## src/rtl/fetch_stage_pkg.sv

```systemverilog
// Shared types for the fetch stage: scalar word typedefs, the NOP encoding,
// the PC reset default and the IF -> IF/ID payload.
// Optional macro FETCH_MISALIGN_CHECK_EN adds a misalign flag to fetch_data_t.
package fetch_stage_pkg;

  localparam int unsigned XLEN = 64;
  localparam int unsigned ILEN = 32;

  typedef logic [XLEN-1:0] u64;
  typedef logic [ILEN-1:0] u32;

  // addi x0, x0, 0
  localparam u32 NOP_INSTR = 32'h0000_0013;

  localparam u64          PC_RESET_DEFAULT = 64'h0000_0000_8000_0000;
  localparam int unsigned PC_STEP_DEFAULT  = 4;

  // Fields are all zero whenever valid is low.
  typedef struct packed {
    logic valid;
    u64   pc;
    u32   instr;
`ifdef FETCH_MISALIGN_CHECK_EN
    logic misalign;
`endif
  } fetch_data_t;

endpackage

```

## src/rtl/fetch_stage_if.sv

```systemverilog
// Instruction bus between the fetch stage (master) and instruction memory (slave).
//   ireq_valid    : request valid; ireq_addr held stable until the response beat
//   ireq_addr     : request address
//   iresp_data_ok : response valid this cycle
//   iresp_data    : instruction word, valid with iresp_data_ok
interface fetch_stage_if;
  import fetch_stage_pkg::*;

  logic ireq_valid;
  u64   ireq_addr;
  logic iresp_data_ok;
  u32   iresp_data;

  modport master (
    output ireq_valid,
    output ireq_addr,
    input  iresp_data_ok,
    input  iresp_data
  );

  modport slave (
    input  ireq_valid,
    input  ireq_addr,
    output iresp_data_ok,
    output iresp_data
  );

endinterface

```

## src/rtl/fetch_stage_pc_reg.sv

```systemverilog
// Program counter register with reset > redirect > advance priority.
//   clk, reset : clock, synchronous active-high reset (loads PC_RESET)
//   redirectEn : load redirectPc
//   redirectPc : redirect target
//   advance    : step pc by PC_STEP (wraps modulo 2^64)
//   pc         : current program counter
module fetch_pc_reg
  import fetch_stage_pkg::*;
#(
  parameter u64          PC_RESET = PC_RESET_DEFAULT,
  parameter int unsigned PC_STEP  = PC_STEP_DEFAULT
) (
  input  logic clk,
  input  logic reset,
  input  logic redirectEn,
  input  u64   redirectPc,
  input  logic advance,
  output u64   pc
);

  always_ff @(posedge clk) begin
    if (reset) begin
      pc <= PC_RESET;
    end else if (redirectEn) begin
      pc <= redirectPc;
    end else if (advance) begin
      pc <= pc + XLEN'(PC_STEP);
    end
  end

endmodule

```

## src/rtl/fetch_stage.sv

```systemverilog
// IF stage: owns the PC, runs the instruction bus handshake and presents one
// fetch_data_t per accepted instruction to the IF/ID register. Handles ID
// back-pressure (stall) and EX redirects, including redirects that land while
// a request is outstanding (the stale response is drained in DISCARD).
//   clk, reset     : clock, synchronous active-high reset
//   ibus           : instruction bus master port
//   stall          : ID cannot accept this cycle
//   redirect_valid : PC redirect from EX; redirect_pc is the target
//   dataF_nxt      : {valid, pc, instr} to IF/ID, combinational from the response
//   fetch_busy     : a bus request is outstanding
// Optional macro FETCH_MISALIGN_CHECK_EN: a misaligned PC issues no bus request
// and emits a NOP flagged as misaligned instead.
module fetch_stage
  import fetch_stage_pkg::*;
#(
  parameter u64          PC_RESET = PC_RESET_DEFAULT,
  parameter int unsigned PC_STEP  = PC_STEP_DEFAULT
) (
  input  logic                 clk,
  input  logic                 reset,
  fetch_stage_if.master        ibus,
  input  logic                 stall,
  input  logic                 redirect_valid,
  input  u64                   redirect_pc,
  output fetch_data_t          dataF_nxt,
  output logic                 fetch_busy
);

  typedef enum logic [1:0] {
    REQ     = 2'd0,
    HOLD    = 2'd1,
    DISCARD = 2'd2
  } state_t;

  state_t state;
  u64     pc;
  u64     reqAddr;
  u32     holdInstr;
  logic   advance;
  logic   reqIssue;
  logic   respOk;
  u32     respInstr;

`ifdef FETCH_MISALIGN_CHECK_EN
  logic misaligned;
  logic holdMisalign;
  assign misaligned = (pc[1:0] != 2'b00);
`endif

  fetch_pc_reg #(
    .PC_RESET (PC_RESET),
    .PC_STEP  (PC_STEP)
  ) u_pc_reg (
    .clk        (clk),
    .reset      (reset),
    .redirectEn (redirect_valid),
    .redirectPc (redirect_pc),
    .advance    (advance),
    .pc         (pc)
  );

  // Response seen by REQ; a misaligned PC is answered locally with a NOP.
  always_comb begin
    reqIssue  = (state == REQ);
    respOk    = ibus.iresp_data_ok;
    respInstr = ibus.iresp_data;
`ifdef FETCH_MISALIGN_CHECK_EN
    if (state == REQ && misaligned) begin
      reqIssue  = 1'b0;
      respOk    = 1'b1;
      respInstr = NOP_INSTR;
    end
`endif
  end

  // DISCARD keeps presenting the address of the request it is draining.
  assign ibus.ireq_valid = !reset && (reqIssue || state == DISCARD);
  assign ibus.ireq_addr  = (state == DISCARD) ? reqAddr : pc;
  assign fetch_busy      = ibus.ireq_valid;

  // PC steps only when an instruction is handed to ID without a redirect.
  assign advance = !redirect_valid && !stall &&
                   ((state == REQ && respOk) || state == HOLD);

  // Output to IF/ID; a redirect drops whatever would have been emitted.
  always_comb begin
    dataF_nxt = '0;
    if (!reset && !redirect_valid) begin
      if (state == REQ && respOk) begin
        dataF_nxt.valid    = 1'b1;
        dataF_nxt.pc       = pc;
        dataF_nxt.instr    = respInstr;
`ifdef FETCH_MISALIGN_CHECK_EN
        dataF_nxt.misalign = misaligned;
`endif
      end else if (state == HOLD) begin
        dataF_nxt.valid    = 1'b1;
        dataF_nxt.pc       = pc;
        dataF_nxt.instr    = holdInstr;
`ifdef FETCH_MISALIGN_CHECK_EN
        dataF_nxt.misalign = holdMisalign;
`endif
      end
    end
  end

  // Handshake FSM.
  always_ff @(posedge clk) begin
    if (reset) begin
      state     <= REQ;
      reqAddr   <= PC_RESET;
      holdInstr <= '0;
`ifdef FETCH_MISALIGN_CHECK_EN
      holdMisalign <= 1'b0;
`endif
    end else begin
      case (state)
        REQ: begin
          if (respOk) begin
            if (!redirect_valid && stall) begin
              state     <= HOLD;
              holdInstr <= respInstr;
`ifdef FETCH_MISALIGN_CHECK_EN
              holdMisalign <= misaligned;
`endif
            end
          end else if (redirect_valid) begin
            // Request still in flight: remember its address to drain it.
            state   <= DISCARD;
            reqAddr <= pc;
          end
        end
        HOLD: begin
          if (redirect_valid || !stall) begin
            state <= REQ;
          end
        end
        DISCARD: begin
          if (ibus.iresp_data_ok) begin
            state <= REQ;
          end
        end
        default: state <= REQ;
      endcase
    end
  end

endmodule
```

## src/flat_wrapper.sv

```systemverilog
// flat-port wrapper written by rule: the top's interface ports become plain ports
module fetch_stage_flat import fetch_stage_pkg::*;
#(
  parameter u64          PC_RESET = PC_RESET_DEFAULT,
  parameter int unsigned PC_STEP  = PC_STEP_DEFAULT
)
  (clk, reset, stall, redirect_valid, redirect_pc, dataF_nxt, fetch_busy, ibus_ireq_valid, ibus_ireq_addr, ibus_iresp_data_ok, ibus_iresp_data);
  fetch_stage_if ibus_i ();
  input  logic clk;
  input  logic reset;
  input  logic stall;
  input  logic redirect_valid;
  input  u64 redirect_pc;
  output fetch_data_t dataF_nxt;
  output logic fetch_busy;
  output wire logic [$bits(ibus_i.ireq_valid)-1:0] ibus_ireq_valid;
  output wire logic [$bits(ibus_i.ireq_addr)-1:0] ibus_ireq_addr;
  input wire logic [$bits(ibus_i.iresp_data_ok)-1:0] ibus_iresp_data_ok;
  input wire logic [$bits(ibus_i.iresp_data)-1:0] ibus_iresp_data;
  assign ibus_ireq_valid = ibus_i.ireq_valid;
  assign ibus_ireq_addr = ibus_i.ireq_addr;
  assign ibus_i.iresp_data_ok = ibus_iresp_data_ok;
  assign ibus_i.iresp_data = ibus_iresp_data;
  fetch_stage #(.PC_RESET(PC_RESET), .PC_STEP(PC_STEP)) u_core (.clk(clk), .reset(reset), .ibus(ibus_i), .stall(stall), .redirect_valid(redirect_valid), .redirect_pc(redirect_pc), .dataF_nxt(dataF_nxt), .fetch_busy(fetch_busy));
endmodule
```

## config.mk

```make
export PLATFORM = sky130hd
export DESIGN_NAME = fetch_stage_flat
export DESIGN_NICKNAME = d
export VERILOG_FILES = /design/src/rtl/fetch_stage_pkg.sv /design/src/rtl/fetch_stage_if.sv /design/src/rtl/fetch_stage_pc_reg.sv /design/src/rtl/fetch_stage.sv /design/src/flat_wrapper.sv
export SDC_FILE = /design/constraint.sdc
export NUM_CORES = 1
export LEC_CHECK = 0
export ABC_AREA = 1
export CORE_UTILIZATION = 35
export DETAILED_ROUTE_END_ITERATION = 7
export SYNTH_ARGS = -nofsm -noshare
export SYNTH_HDL_FRONTEND = slang
export SYNTH_SLANG_ARGS = --single-unit
```

## constraint.sdc

```tcl
create_clock -name clk -period 2.8 [get_ports clk]
set_input_delay 0.56 -clock clk [delete_from_list [all_inputs] [get_ports clk]]
set_output_delay 0.56 -clock clk [all_outputs]
set_load 0.02 [all_outputs]
```

==> results by group <==
Clock network
  • Clock Latency Late Sink: 0.43 ns
  • CTS clk-pin slew, worst paths: 0.07 ns
  • # hold bufs at CTS: 0
  • Clock Sinks: 162
  • Worst-case clock buffer depth: 2
  • Root Driver: clkbuf_16
  • H-tree depth: 4
  • CTS tree: built
  • Num CTS Buffers: 17

Floorplan
  • Row cnt: 59
  • Die Height: 167 um
  • Ports: 264
  • Starting density of the core: 36.1%
  • Die X: 167 um
  • Die area: 27700 um2
  • Core ar.: 26300 um2

Place
  • DP Worst Slack: -0.256 ns
  • IO buf count: 263
  • Post-DP HPWL: 27700 um
  • Routability cong.: 0.985

Routing
  • Routed len/inst: 17.0 um
  • Met1 Wirelength: 17000 um
  • Met3 routed WL: 2710 um
  • Top sig layer: met4
  • DR WL met2: 16800 um
  • Post-DRT Antenna Nets: 0
  • DR vias: 11166
  • DR pass1 iterations: 8
  • Routed WL: 37100 um
  • DRC viols: 14
  • DR iter-0 viols: 944
  • Drt via density: 5.13

Flow run
  • Maximum capacitance violations: 0

STA
  • Final setup vio count: 0
  • Slew margin rel.: 54.0%
  • Post-layout min period: 2.70 ns
  • Final hold violation count: 0
  • Fin worst setup slack: 0.102 ns
  • F_max: 0.371 GHz
  • Final Cycle Share: 96.4%
  • Pins Over Slew Limit: 0
  • RSZ-0062 raised after global routing: false
  • Worst Tran Pin Value: 0.688 ns
  • Clk_skew: 0.0100 ns

Cells and area
  • Most frequent cells in the layout: nand2_1 (448), nor2_1 (295), o21ai_0 (175)
  • P&R area growth vs syn: 35.3%
  • Nets@finish: 1930
  • Post-layout util: 48.8%
  • # diodes: 0
  • Number of fill cells: 2823
  • Sequential cell area: 3240 um2
  • Most common cell after layout, fill and taps aside: nand2_1
  • Layout cells sized above 1: 8.26%
  • Area occupied by multi-input gates: 5430 um2

Critical path
  • RR Startpoint: u_core.u_pc_reg.pc[2]$_SDFFE_PP0P_
  • Critical Path Sink Type: primary output
  • WP data required: 2.24 ns
  • Reg2Reg Depth: 10
  • Crit Path Category: reg2out
  • Critical R2R Capture: u_core.u_pc_reg.pc[42]$_SDFFE_PP0P_
  • Worst Setup SP: u_core.state[1]$_SDFFE_PP0P_
  • Largest fanout on the critical path: 62
  • Register-to-register setup slack: 0.46 ns
  • Worst Path Arrival: 2.14 ns
  • Startpoint Class: flip-flop

GRT
  • Global Route Usage Sum: 26.3%
  • Global-route wire length before repair: 57500 um
  • Largest net degree at the start of global routing: 68
  • Gr ovfl total: 0
  • Vias in the first global route: 10172
  • Initial antenna violation count: 0

Worst hold path
  • Hold Path Class: reg2reg
  • WHS Endpoint: u_core.holdInstr[24]$_SDFFE_PP0P_
  • Worst hold stages: 2
  • Worst hold start: u_core.holdInstr[24]$_SDFFE_PP0P_

Pwr
  • Clock power share: 37.8%
  • Sw frac: 31.6%
  • Peak VDD IR: 0.000291 V
  • NetSw: 1.91 mW
  • Leakage: 5.31 nW
  • Sequential power share: 42.6%
  • P_int: 4.13 mW
  • Comb power frac: 19.6%
  • PwrDens: 471 nW/um2

Logic synthesis
  • Syn avg cell area: 5.91 um2
  • Synthesized area: 9480 um2
  • FF+latch count, synth: 162
  • Syn Inst Count: 1603
  • Syn nets: 1705
  • Post-synthesis sequential area ratio: 34.2%
  • Yosys warnings: 0
  • Distinct cells, synth: 30

Status
  • Failing checks: DRC
  • Status: finished with violations
[cells in the mapped netlist (all sizes together)]
cell	instances	area (um2)
o21bai	1	7.51
nand4	26	163
o22ai	1	6.26
ha	1	12.5
nor2	305	1190
nor3	3	26.3
a22oi	2	15.0
nand2	449	1690
o211ai	23	173
clkbuf	68	255
a221oi	1	8.76
dfxtp	162	3240
clkinv	1	3.75
a31oi	14	87.6
o221ai	1	8.76
a21oi	145	726
buf	24	114
nand3	80	400
o21ai	176	892
inv	118	443
xor2	1	8.76
a311oi	1	8.76
[layout make-up]
cell class / count / share of cell area, %
Clock buffer: 19 / 3.45
Clock inverter: 13 / 0.917
Inverter: 119 / 3.49
Multi-Input combinational cell: 1230 / 42.4
Sequential cell: 162 / 25.3
Tap cell: 335 / 3.27
Timing Repair Buffer: 298 / 21.2
[state kept, by name (all words and copies together) (netlist names)]
signal              count
u_core.holdInstr       32
u_core.reqAddr         64
u_core.state            2
u_core.u_pc_reg.pc     64
[how the worst max path moves through the flow]
stage                          to  cells after the start
2_1_floorplan       dataF_nxt[56]                      7
3_3_place_gp         dataF_nxt[0]                      7
3_5_place_dp        dataF_nxt[42]                      9
4_1_cts             dataF_nxt[42]                      9
5_1_grt        ibus_ireq_addr[15]                      6
6_report       ibus_ireq_addr[15]                      6
[power groups by stage]
stage                     logic [mW]  clock network, mW  registers [mW]
after floorplan                0.675                  0            2.59
after global placement          1.22                  0            2.61
after detailed placement        1.23                  0            2.62
after CTS                       1.19               2.33            2.57
after global routing            1.30               2.45            2.59
final                           1.18               2.28            2.57
[logic make-up (layout without fill, tap and decap cells)]
family          count (synthesis)  in the layout  share of synthesized area [%]
simple gates                  863            863                           36.6
compound gates                365            365                           20.4
buf+inv                       211            449                           8.61
flops                         162            162                           34.2
fa+ha+maj                       1              1                          0.132
xor+xnor                        1              1                         0.0924
[worst max-delay path, cell delays in order (launching register included)]
cell	delay [ns]
dfxtp_2	0.40
inv_1	0.09
nor2_4	0.18
buf_12	0.24
nand2_1	0.07
o21ai_0	0.08
clkdlybuf4s50_1	0.62
[through the flow]
stage	std cells	area [um2]	hold slack, ns	TNS (ns)	total power [mW]
2_1_floorplan	1603	9480	0.445	0	3.26
3_3_place_gp	2142	12600	0.452	-14.57	3.84
3_5_place_dp	2142	12600	0.458	-16.04	3.84
4_1_cts	2174	13000	0.469	0	6.09
5_1_grt	2176	12800	0.488	0	6.34
6_report	2176	12800	0.467	0	6.04
[layer usage]
layer  GRT usage [%]  vias up
met5               0        -
met4            6.16        0
met3            6.42       29
met2            42.1      381
met1            35.5     5105
li1                -     5651
[what timing repair did]
| item | in CTS | in global routing |
|---|---|---|
| setup buffers | 0 | 1 |
| gates cloned | 0 | 1 |
| resized for setup | 132 | 144 |
| setup endpoints to repair | 145 | 87 |
| pin swaps | 0 | 1 |
Power figures use the tool's default switching activity.
